===== config.mk =====
export PLATFORM = sky130hd
export DESIGN_NAME = chess_host_link
export DESIGN_NICKNAME = d
export VERILOG_FILES = /design/src/rtl/chess_host_pkg.sv /design/src/rtl/chess_host_timer.sv /design/src/rtl/chess_host_link.sv
export SDC_FILE = /design/constraint.sdc
export NUM_CORES = 1
export LEC_CHECK = 0
export CAP_MARGIN = 10
export CORE_UTILIZATION = 60
export DETAILED_ROUTE_END_ITERATION = 8
export DONT_BUFFER_PORTS = 1
export MAX_ROUTING_LAYER = met4
export PLACE_DENSITY = 0.84
export RECOVER_POWER = 50
export SLEW_MARGIN = 20
export SYNTH_ARGS = -nofsm -noshare
export SYNTH_HDL_FRONTEND = slang
export SYNTH_SLANG_ARGS = --single-unit

===== constraint.sdc =====
create_clock -name clk -period 6.7 [get_ports clk]
set_input_delay 2.01 -clock clk [delete_from_list [all_inputs] [get_ports clk]]
set_output_delay 2.01 -clock clk [all_outputs]
set_load 0.02 [all_outputs]

===== src/rtl/chess_host_pkg.sv =====
// Shared types for the chess chip host link: host opcodes, chip pin opcodes,
// response error codes and the link FSM state encoding.
package chess_host_pkg;

    localparam int SQ_W    = 6;
    localparam int PIECE_W = 4;

    // A legal move needs every bit of the destination square driven by the chip.
    localparam logic [SQ_W-1:0] MOVE_OE_MASK = 6'h3F;

    typedef enum logic [1:0] {
        CMD_WRITE = 2'b00,
        CMD_GO    = 2'b01,
        CMD_READ  = 2'b10,
        CMD_RSVD  = 2'b11
    } cmd_op_e;

    typedef enum logic [1:0] {
        PIN_IDLE  = 2'b00,
        PIN_WRITE = 2'b01,
        PIN_GO    = 2'b10,
        PIN_READ  = 2'b11
    } pin_op_e;

    typedef enum logic [1:0] {
        ERR_OK      = 2'b00,
        ERR_TIMEOUT = 2'b01,
        ERR_NO_MOVE = 2'b10,
        ERR_BAD_OP  = 2'b11
    } err_e;

    typedef enum logic [2:0] {
        S_IDLE,
        S_ISSUE,
        S_WAIT_BUSY,
        S_WAIT_DONE,
        S_SAMPLE,
        S_RESP
    } state_e;

    function automatic logic [7:0] pin_word(input pin_op_e op, input logic [SQ_W-1:0] sq);
        return {op, sq};
    endfunction

endpackage


===== src/rtl/chess_host_timer.sv =====
// Saturating wait counter; expired is high during the limit-th enabled cycle
// after a clear, so a wait never lasts longer than limit cycles.
module chess_host_timer #(
    parameter int WIDTH = 16
) (
    input  logic             clk,
    input  logic             rst,
    input  logic             clear,
    input  logic             enable,
    input  logic [WIDTH-1:0] limit,
    output logic             expired
);
    logic [WIDTH-1:0] count;
    logic [WIDTH:0]   count_next;

    always_ff @(posedge clk) begin
        if (rst) begin
            count <= '0;
        end else if (clear) begin
            count <= '0;
        end else if (enable && (count != '1)) begin
            count <= count + WIDTH'(1);
        end
    end

    assign count_next = {1'b0, count} + (WIDTH + 1)'(1);
    assign expired    = (count_next >= {1'b0, limit});

endmodule


===== src/rtl/chess_host_link.sv =====
// Host-side bridge to the chess search chip: each accepted host command becomes
// one registered pin operation on the chip and yields exactly one response.
module chess_host_link
    import chess_host_pkg::*;
#(
    parameter int TIMEOUT_CYCLES = 65535,
    parameter int BUSY_WINDOW    = 8
) (
    input  logic       clk,
    input  logic       rst,
    input  logic       cmd_valid,
    output logic       cmd_ready,
    input  logic [1:0] cmd_op,
    input  logic [5:0] cmd_sq,
    input  logic [3:0] cmd_piece,
    output logic       resp_valid,
    input  logic       resp_ready,
    output logic [5:0] resp_from,
    output logic [5:0] resp_to,
    output logic [1:0] resp_err,
    output logic [7:0] dut_ui,
    output logic [7:0] dut_uio,
    input  logic [7:0] dut_uo,
    input  logic [7:0] dut_uio_o,
    input  logic [7:0] dut_uio_oe
);
    localparam int MAX_LIMIT = (TIMEOUT_CYCLES > BUSY_WINDOW) ? TIMEOUT_CYCLES : BUSY_WINDOW;
    localparam int CNT_W     = $clog2(MAX_LIMIT + 1);

    state_e           state;
    cmd_op_e          op_q;
    logic             busy;
    logic             move_ok;
    logic             tmr_clear;
    logic             tmr_enable;
    logic             tmr_expired;
    logic [CNT_W-1:0] tmr_limit;
    logic             unused_ok;

    assign busy      = dut_uo[7];
    assign move_ok   = dut_uo[6] && (dut_uio_oe[SQ_W-1:0] == MOVE_OE_MASK);
    assign unused_ok = ^{dut_uio_o[7:6], dut_uio_oe[7:6]};

    // Combinational so the link is ready in the very first cycle after reset.
    assign cmd_ready = (state == S_IDLE) && !rst;

    // The counter restarts on the way into each wait and measures against that wait's bound.
    always_comb begin
        tmr_clear  = (state == S_ISSUE) || ((state == S_WAIT_BUSY) && busy);
        tmr_enable = (state == S_WAIT_BUSY) || (state == S_WAIT_DONE);
        tmr_limit  = (state == S_WAIT_BUSY) ? CNT_W'(BUSY_WINDOW) : CNT_W'(TIMEOUT_CYCLES);
    end

    chess_host_timer #(
        .WIDTH (CNT_W)
    ) u_timer (
        .clk     (clk),
        .rst     (rst),
        .clear   (tmr_clear),
        .enable  (tmr_enable),
        .limit   (tmr_limit),
        .expired (tmr_expired)
    );

    always_ff @(posedge clk) begin
        if (rst) begin
            state      <= S_IDLE;
            op_q       <= CMD_WRITE;
            resp_valid <= 1'b0;
            resp_from  <= '0;
            resp_to    <= '0;
            resp_err   <= ERR_OK;
            dut_ui     <= '0;
            dut_uio    <= '0;
        end else begin
            // NOTE: non-blocking everywhere; these defaults are overridden later in the
            // same block, so the pins are driven for the ISSUE cycle only.
            dut_ui  <= '0;
            dut_uio <= '0;

            case (state)
                S_IDLE: begin
                    if (cmd_valid) begin
                        op_q  <= cmd_op_e'(cmd_op);
                        state <= S_ISSUE;
                        case (cmd_op_e'(cmd_op))
                            CMD_WRITE: begin
                                dut_ui  <= pin_word(PIN_WRITE, cmd_sq);
                                dut_uio <= {4'b0000, cmd_piece};
                            end
                            CMD_GO:   dut_ui <= pin_word(PIN_GO, '0);
                            CMD_READ: dut_ui <= pin_word(PIN_READ, '0);
                            default:  ;
                        endcase
                    end
                end

                S_ISSUE: begin
                    case (op_q)
                        CMD_GO:   state <= S_WAIT_BUSY;
                        CMD_READ: state <= S_SAMPLE;
                        default: begin
                            resp_valid <= 1'b1;
                            resp_from  <= '0;
                            resp_to    <= '0;
                            resp_err   <= (op_q == CMD_WRITE) ? ERR_OK : ERR_BAD_OP;
                            state      <= S_RESP;
                        end
                    endcase
                end

                S_WAIT_BUSY: begin
                    if (busy) begin
                        state <= S_WAIT_DONE;
                    end else if (tmr_expired) begin
                        resp_valid <= 1'b1;
                        resp_from  <= '0;
                        resp_to    <= '0;
                        resp_err   <= ERR_TIMEOUT;
                        state      <= S_RESP;
                    end
                end

                S_WAIT_DONE: begin
                    if (!busy || tmr_expired) begin
                        resp_valid <= 1'b1;
                        resp_from  <= '0;
                        resp_to    <= '0;
                        resp_err   <= busy ? ERR_TIMEOUT : ERR_OK;
                        state      <= S_RESP;
                    end
                end

                S_SAMPLE: begin
                    resp_valid <= 1'b1;
                    resp_from  <= dut_uo[SQ_W-1:0];
                    resp_to    <= dut_uio_o[SQ_W-1:0];
                    resp_err   <= move_ok ? ERR_OK : ERR_NO_MOVE;
                    state      <= S_RESP;
                end

                S_RESP: begin
                    if (resp_ready) begin
                        resp_valid <= 1'b0;
                        state      <= S_IDLE;
                    end
                end

                default: state <= S_IDLE;
            endcase
        end
    end

endmodule


==> results.md, run 1 <==
* Critical path peak fanout at 10
* Max Cap Viol at 1
* Fmax at between 200 and 250 MHz
* Final Cell Area at roughly 2800 µm²
* Post-CTS Setup Repair Bufs at 0
* Main flop type after synthesis: dfxtp_1
* Total Routing Usage GR at 23.8%
* Slowest cell on crit path: nor4_1
* Initial Util at roughly 64%
* DR iter-0 viols at 62
* Post-CTS resize count at 0
* I/O Pins at 72
* DRC Markers at 0
* Ys async rst share at 0%
* Vias in the first global route at 1,800
* Commonest non-fill, non-tap cell in the layout: dfxtp_1
* Crit path capture type: output pin
* CTS tree: yes
* Syn-to-layout area delta at 4.46%
* Finish-stage setup viols at 0
* GRT overflow at 0
* Clk root buf: clkbuf_8
* First-pass GRT wire length at 8000 µm
* Routed WL at between 5000 and 6000 µm
* HPWL after DPL at 3710 µm
* CP required at 4.69 ns
* HP Class: flop to flop
* Fin. Hold Viols at 0
* Overall Power at 0.917 mW
* Final setup TNS at 0 ns
* Crit-path cells: nor4_1
* Min cycle time layout at 4.66 ns
* Peak supply drop at 149 µV
* # rows at 23
* Routed wire per std cell at 14.7 µm
* Syn Area/Cell at 8.85 µm²
* Cells after Synth at 298
* Pwr Density at 333 nW/µm²
* Largest net degree at the start of global routing at 22
* FF+latch count, synth at 48
* Fin nets at 351
* Worst-skew pair later-pin latency at 0.30 ns
* Worst-margin pin slew at 1.84 ns
* CTS Hold Bufs at 0
* H-tree levels at 2
* Total number of vias at 2,057
* TritonCTS Buffers at 5
* Number of flops mapped to enable cells by yosys at 0
* CP peak stage delay at 0.64 ns
* Period utilization at 69.5%
* RSZ-0062 raised after global routing: no
* DIE WIDTH at between 60 and 70 µm
* Diodes inserted at 0
* Sequential area share after synthesis at 36.4%
* Commonest cells after routing, fill and taps aside: dfxtp_1, nor2_1, ha_1
* Clk buf depth at 2
* CTS sink count at 48
* CP delay by family, top: simple AND/OR/NAND/NOR gates
* Post-Syn Area at roughly 2600 µm²
* Status: finished with violations
* Initial DRT Pass Iterations at 4
* Number of distinct library cells after synthesis at ~50
* P_leak at 1.13 nW
* Die ar. at 4670 µm²
* Final worst slack at 2.04 ns
* Initial antenna violation count at 0
* Combinational share of power at 28.7%
* Net switching power at 0.340 mW
* Internal power at between 0.5 and 0.6 mW
* Worst slew margin at -23.8%
* Synth warnings at 0
* IO Port Bufs at 0
* Failing checks: max-capacitance violations, max-slew violations
* Placed cell area at between 2000 and 3000 µm²
* Die Y-Extent at 68.3 µm
* CP Class: primary input to output pin
* DR vias/cell at just over 6
* CP Launch Type: primary input
* Core area at between 4000 and 5000 µm²
* WP buf/inv at 0
* Final Skew at 0.00625 ns
* Clock Pin Slew Worst Setup and Hold Paths at 0.09 ns
* Count of pins over their slew limit at 17
* Post-DRT Antenna Nets at 0
* Fin Hold WS at 0.458 ns
* Layout cells sized above 1 at between 6 and 7%
* Switching share of power at 37.1%
* Setup WS pre-CTS at 2.03 ns
* GPL Wtd Cong at around 0.85
* Sequential share of power at 44.3%
* Clock Power Share at 27.0%
* Critical path arrival at 2.65 ns
[Yosys cell counts (2+ instances only)]
master	number	area, µm²
o21a_1	3	22.5
and4_1	2	17.5
a21o_1	3	22.5
buf_2	3	15.0
nand2_1	20	75.1
nand2b_1	4	25.0
nand3_1	10	50.1
ha_1	21	263
a31oi_1	3	18.8
nor2_1	29	109
or2_2	2	12.5
nand4_1	5	31.3
buf_4	4	30.0
o22ai_1	3	18.8
a211oi_1	3	22.5
nor4_1	2	12.5
nor3_1	4	20.0
xor2_1	10	87.6
dfxtp_1	48	961
a32o_1	12	120
inv_1	10	37.5
o31ai_1	2	15.0
xnor2_1	15	131
a211oi_2	2	25.0
o21ai_0	8	40.0
a21oi_1	19	95.1
or3_1	4	25.0
clkbuf_1	10	37.5
and3_1	15	93.8
[per-layer routing]
layer / vias up / routed length (µm) / global-route usage [%]
met5: - / 0 / -
met4: 0 / 38 / 7.55
met3: 4 / 304 / 4.83
met2: 76 / 2320 / 39.6
met1: 929 / 2370 / 28.5
li1: 1048 / - / -
[power groups by stage]
stage / registers, mW / logic (mW) / clock network [mW]
floorplan: 0.381 / 0.247 / 0
global placement: 0.411 / 0.252 / 0
detailed placement: 0.412 / 0.260 / 0
CTS: 0.405 / 0.263 / 0.253
global route: 0.415 / 0.299 / 0.264
finish: 0.406 / 0.263 / 0.248
[tightest hold or removal path: cells and delay by family, from the launching register on]
family	cells	cell delay [ns]
AO/OA/AOI/OAI	1	0.05
flip-flops	1	0.32
AND/OR/NAND/NOR	1	0.05
[cells by family (layout without fill, tap and decap cells)]
logic type	after synthesis	in the layout	synth area share, %
DFF	48	48	36.4
AOI/OAI and AO/OA	68	68	19.0
other	1	4	0.142
buffers and inverters	29	19	5.12
adders and majority gates	21	21	9.96
muxes	2	2	0.806
and+or+nand+nor	104	104	20.3
xor gates and xnor gates	25	25	8.30
[final timing paths]
path	from	endpoint	slack (ns)	cells after the start
min	op_q[1]$_SDFFE_PP0P_	op_q[1]$_SDFFE_PP0P_	0.46	2
max reg2reg	state[1]$_SDFFE_PP0P_	state[1]$_SDFFE_PP0P_	3.15	11
max	rst	cmd_ready	2.04	1
min reg2reg	op_q[1]$_SDFFE_PP0P_	op_q[1]$_SDFFE_PP0P_	0.46	2
[stage by stage]
stage	instances	util, %
final	341	67.0
after global routing	341	67.0
after CTS	341	67.0
after detailed placement	333	63.6
after global placement	333	63.6
after floorplan	301	-
[flip-flops by register name, indices dropped and copies added (netlist names)]
name,cells
u_timer.count,16
state,3
dut_uio,4
dut_ui,8
resp_to,6
resp_valid,1
op_q,2
resp_from,6
resp_err,2
[area by class of cell]
type | instances | area [µm²]
clock buffer | 5 | 68.8
clock inverter | 3 | 68.8
fill | 342 | 1360
inverter | 11 | 41.3
multi-input combinational | 224 | 1550
sequential | 48 | 961
tap | 50 | 62.6
(Power assumes the default switching activity.)
==> run 2, diff against run 1 <==
--- a/config.mk
+++ b/config.mk
@@ -6,11 +6,11 @@
 export NUM_CORES = 1
 export LEC_CHECK = 0
 export CAP_MARGIN = 10
-export CORE_UTILIZATION = 60
+export CORE_UTILIZATION = 57
 export DETAILED_ROUTE_END_ITERATION = 8
 export DONT_BUFFER_PORTS = 1
 export MAX_ROUTING_LAYER = met4
-export PLACE_DENSITY = 0.84
+export PLACE_DENSITY = 0.83
 export RECOVER_POWER = 50
 export SLEW_MARGIN = 20
 export SYNTH_ARGS = -nofsm -noshare
==> constraint.sdc (replaced) <==
create_clock -name clk -period 3.8 [get_ports clk]
set_input_delay 1.14 -clock clk [delete_from_list [all_inputs] [get_ports clk]]
set_output_delay 1.14 -clock clk [all_outputs]
set_load 0.02 [all_outputs]
==> run 2 against run 1 <==
  * The run now ends clean
  * Clock skew is 0.0024 ns higher
  * Global-route usage is 0.77 points lower
  * Count of clock-buffer cells in the layout stayed put
  * Sequential cell count stayed put
  * Largest cell class unchanged
  * Critical path depth is 11 higher
  * Non-clock buffer count is 5 higher
  * Power is 81% higher
  * First-iteration DRC count is 42% higher
  * Via count is 3.5% higher
  * Register-to-register slack worse by 2.7 ns
==> results.md, run 2 (same netlist as run 1, synthesis figures left out) <==
* Final setup TNS at 0 ns
* Status: completed
* Die ar. at 4910 µm²
* GPL Wtd Cong at 0.866
* Post-CTS resize count at 0
* Period utilization at between 80 and 90%
* CP peak stage delay at approximately 0.48 ns
* Min cycle time layout at 3.34 ns
* Commonest cells after routing, fill and taps aside: dfxtp_1, nor2_1, ha_1
* Total number of vias at 2,129
* Final Non-Filler Cells at 348
* Layout cells sized above 1 at 7.77%
* Final Cell Area at about 2800 µm²
* CP required at 4.03 ns
* IO Port Bufs at 0
* Routed WL at 5260 µm
* CP Launch Type: flop
* Count of pins over their slew limit at 0
* Sequential share of power at about two fifths
* Core area at 4410 µm²
* I/O Pins at 72
* Largest net degree at the start of global routing at 21
* HP Class: flop to flop
* Fillers at around 350
* Worst-margin pin slew at 0.710 ns
* RSZ-0062 raised after global routing: no
* Vias in the first global route at 1,967
* Slowest cell on crit path: or3_1
* H-tree levels at 2
* Post-CTS Setup Repair Bufs at 0
* Largest Register: u_timer.count
* Combinational share of power at 32.4%
* Fin Hold WS at between 0.4 and 0.5 ns
* Initial Util at 59.8%
* Placed cell area at 2660 µm²
* Overall Power at ~1.7 mW
* HPWL after DPL at 3910 µm
* Clock Pin Slew Worst Setup and Hold Paths at 0.10 ns
* Commonest non-fill, non-tap cell in the layout: dfxtp_1
* Clock Power Share at 26.6%
* Fmax at 299 MHz
* Switching share of power at a little under two fifths
* TritonCTS Buffers at 5
* Critical path arrival at 3.57 ns
* P_leak at 1.15 nW
* GRT overflow at 0
* # rows at 24
* DR vias/cell at between 6 and 7
* Pwr Density at about 590 nW/µm²
* Largest regs: u_timer.count: 16 flops, dut_ui: 8 flops
* Max Cap Viol at 0
* CTS sink count at 48
* CTS tree: yes
* DR iter-0 viols at just under 90
* Clk root buf: clkbuf_8
* DIE WIDTH at 70.0 µm
* Critical path peak fanout at 14
* Clk buf depth at 2
* # placed instances at 340
* CP Class: flop to flop
* CTS Hold Bufs at 0
* Internal power at 1.04 mW
* Crit path capture type: flop
* Number of flip-flops in the largest register at 16
* Most used cell, CP: ha_1
* Worst slew margin at a little over half
* Total Routing Usage GR at 23.0%
* Fin nets at 356
* Worst-skew pair later-pin latency at 0.30 ns
* Crit-path cells: ha_1, nand4_2, or3_1, nor2_1, xor2_1, ha_1, a21o_1, a21oi_1, o211ai_2, o31ai_1, a31o_4, mux2i_1
* Net switching power at between 0.6 and 0.7 mW
* Peak supply drop at 281 µV
* Die Y-Extent at 70.0 µm
* Syn-to-layout area delta at 5.83%
* Fin. Hold Viols at 0
* Diodes inserted at 0
* Post-DRT Antenna Nets at 0
* Final Skew at 0.00862 ns
* DRC Markers at 0
* Routed wire per std cell at ~15 µm
* First-pass GRT wire length at 8810 µm
* Initial antenna violation count at 0
* Finish-stage setup viols at 0
* Initial DRT Pass Iterations at 4
[run 2: changes by cell type in the layout (fill, tap and decap cells not counted), sizes merged]
cell    delta
buf        +4
clkbuf     +1
[run 2: final timing paths]
check | from | to | slack [ns] | cells past startpoint
worst max-delay path | u_timer.count[0]$_SDFFE_PP0P_ | resp_err[0]$_SDFFE_PP0P_ | 0.46 | 12
worst min-delay path | op_q[1]$_SDFFE_PP0P_ | op_q[1]$_SDFFE_PP0P_ | 0.47 | 2
worst min register to register | op_q[1]$_SDFFE_PP0P_ | op_q[1]$_SDFFE_PP0P_ | 0.47 | 2
worst max register to register | u_timer.count[0]$_SDFFE_PP0P_ | resp_err[0]$_SDFFE_PP0P_ | 0.46 | 12
[run 2: worst max-delay path, delay by kind of cell (launching register included)]
kind,cells,cell delay [ns]
compound gates,5,1.10
xor+xnor,1,0.17
fa+ha+maj,2,0.53
flops,1,0.44
mux,1,0.19
simple gates,3,0.82
[run 2: cell type report]
| type | instances | area, µm² | area share, % |
|---|---|---|---|
| multi-input cells | 224 | 1550 | 55.6 |
| flip-flops and latches | 48 | 961 | 34.4 |
| clock buffers | 5 | 68.8 | 2.46 |
| clock inverters | 3 | 68.8 | 2.46 |
| well taps | 52 | 65.1 | 2.33 |
| inverters | 11 | 41.3 | 1.48 |
| repair buffers | 5 | 33.8 | 1.21 |
[run 2: power by group through the flow]
stage / sequential (mW) / clock (mW) / combinational (mW)
after detailed placement: 0.692 / 0 / 0.535
final: 0.679 / 0.440 / 0.537
after global routing: 0.688 / 0.479 / 0.610
after global placement: 0.689 / 0 / 0.518
after floorplan: 0.671 / 0 / 0.436
after CTS: 0.679 / 0.456 / 0.540
[run 2: stage by stage]
step	worst slack, ns	utilization [%]
floorplan	0.694	-
global placement	0.601	60.2
detailed placement	0.530	60.2
CTS	0.471	63.4
global route	0.213	63.3
finish	0.460	63.3
[run 2: metal layers]
metal / wire, µm / up-vias / track usage (%)
li1: - / 1056 / -
met1: 2260 / 974 / 27.4
met2: 2500 / 95 / 37.7
met3: 442 / 4 / 5.48
met4: 55 / 0 / 8.67
met5: 0 / - / -
==> run 3, diff against run 2 <==
--- a/config.mk
+++ b/config.mk
@@ -9,7 +9,6 @@
 export CORE_UTILIZATION = 57
 export DETAILED_ROUTE_END_ITERATION = 8
 export DONT_BUFFER_PORTS = 1
-export MAX_ROUTING_LAYER = met4
 export PLACE_DENSITY = 0.83
 export RECOVER_POWER = 50
 export SLEW_MARGIN = 20
==> run 3 against run 2 <==
  * Setup slack worse by 0.0014 ns
  * Sequential power about the same
  * Sequential share of layout area did not move
  * Non-clock buffer count did not move
  * Via count hardly changed
  * Power shrank 0.14%
  * Critical path type unchanged
  * Count of clock-buffer cells in the layout stayed put
  * Global-route usage decreased by 0.72 points
  * First-iteration DRC count decreased by 1.1%
  * Die area unchanged
  * Fmax hardly changed
==> results.md, run 3 (same netlist as run 1, synthesis figures left out) <==
* Status: completed
* Initial antenna violation count at 0
* I/O Pins at 72
* Pwr Density at 592 nW/µm²
* Placed cell area at 2660 µm²
* Final setup TNS at 0 ns
* Initial DRT Pass Iterations at 4
* DRC Markers at 0
* Fin nets at 356
* Overall Power at 1.65 mW
* Die Y-Extent at roughly 70 µm
* DIE WIDTH at 70.0 µm
* Largest net degree at the start of global routing at 21
* Number of flip-flops in the largest register at 16
* Commonest cells after routing, fill and taps aside: dfxtp_1, nor2_1, ha_1
* CP Launch Type: flop
* Die ar. at 4910 µm²
* P_leak at about 1.1 nW
* Syn-to-layout area delta at 5.83%
* Post-CTS resize count at 0
* IO Port Bufs at 0
* Commonest non-fill, non-tap cell in the layout: dfxtp_1
* CP Class: flop to flop
* Finish-stage setup viols at 0
* Post-CTS Setup Repair Bufs at 0
* CTS tree: yes
* Clk buf depth at 2
* # rows at 24
* Setup WS pre-CTS at 0.530 ns
* Total number of vias at around 2,100
* Core area at 4410 µm²
* TritonCTS Buffers at 5
* Clk root buf: clkbuf_8
* Routed WL at 5250 µm
* Worst-margin pin slew at 0.706 ns
* Routed wire per std cell at 15.1 µm
* Fin. Hold Viols at 0
* CTS Hold Bufs at 0
* GPL Wtd Cong at 0.852
* Final Cell Area at approximately 2800 µm²
* Fillers at 354
* GRT overflow at 0
* Critical path arrival at 3.57 ns
* RSZ-0062 raised after global routing: no
* Total Routing Usage GR at 22.3%
* CTS sink count at 48
* Period utilization at 87.9%
* Critical path peak fanout at 14
* Max Cap Viol at 0
* Crit path capture type: flop
* Post-DRT Antenna Nets at 0
* Final worst slack at 0.458 ns
* H-tree levels at 2
* Peak supply drop at 282 µV
* First-pass GRT wire length at 8770 µm
* Final Skew at 0.00883 ns
* DR vias/cell at 6.12
* Largest regs: u_timer.count: 16 flops, dut_ui: 8 flops
* CP required at about 4.0 ns
* Clock Pin Slew Worst Setup and Hold Paths at 0.10 ns
* DR iter-0 viols at 87
* Largest Register: u_timer.count
* Min cycle time layout at about 3.3 ns
* HPWL after DPL at 3910 µm
* Layout cells sized above 1 at 7.77%
* Finished Core Util at a little over three fifths
* Fmax at 299 MHz
* Initial Util at approximately 60%
* Vias in the first global route at 1,973
* Worst-skew pair later-pin latency at ~0.30 ns
* Diodes inserted at 0
* HP Class: flop to flop
* Count of pins over their slew limit at 0
* Worst slew margin at 52.9%
[run 3: metal layers]
layer,GRT usage (%),vias to the layer above,share of wire [%]
met5,0,-,0
met4,8.67,0,1.0
met3,5.77,4,7.8
met2,37.8,82,48
met1,26.8,989,43
li1,-,1055,-
[run 3: final timing paths]
kind                            startpoint  cells after the start  slack [ns]                       end
min reg2reg           op_q[1]$_SDFFE_PP0P_                      2        0.47      op_q[1]$_SDFFE_PP0P_
max          u_timer.count[0]$_SDFFE_PP0P_                     12        0.46  resp_err[0]$_SDFFE_PP0P_
max reg2reg  u_timer.count[0]$_SDFFE_PP0P_                     12        0.46  resp_err[0]$_SDFFE_PP0P_
min                   op_q[1]$_SDFFE_PP0P_                      2        0.47      op_q[1]$_SDFFE_PP0P_
[run 3: worst max-delay path, stage by stage (launching register included)]
cell	delay, ns
dfxtp_1	0.44
ha_1	0.27
nand4_2	0.20
or3_1	0.48
nor2_1	0.14
xor2_1	0.17
ha_1	0.26
a21o_1	0.16
a21oi_1	0.16
o211ai_2	0.12
o31ai_1	0.41
a31o_4	0.26
mux2i_1	0.19
[run 3: final cells by class]
type	instances	area [µm²]	area share [%]
Inverter	11	41.3	1.48
Sequential cell	48	961	34.4
Multi-Input combinational cell	224	1550	55.6
Clock inverter	3	68.8	2.46
Tap cell	52	65.1	2.33
Timing Repair Buffer	5	33.8	1.21
Clock buffer	5	68.8	2.46
[run 3: power breakdown]
part | switching (mW) | internal (mW) | leakage (nW)
clock | 0.175 | 0.265 | 0.0687
sequential | 0.108 | 0.571 | 0.389
combinational | 0.331 | 0.204 | 0.692
total | 0.614 | 1.04 | 1.15
[run 3: metrics by stage]
step / cells / hold slack (ns)
2_1_floorplan: 301 / 0.436
3_3_place_gp: 340 / 0.438
3_5_place_dp: 340 / 0.460
4_1_cts: 348 / 0.473
5_1_grt: 348 / 0.492
6_report: 348 / 0.465
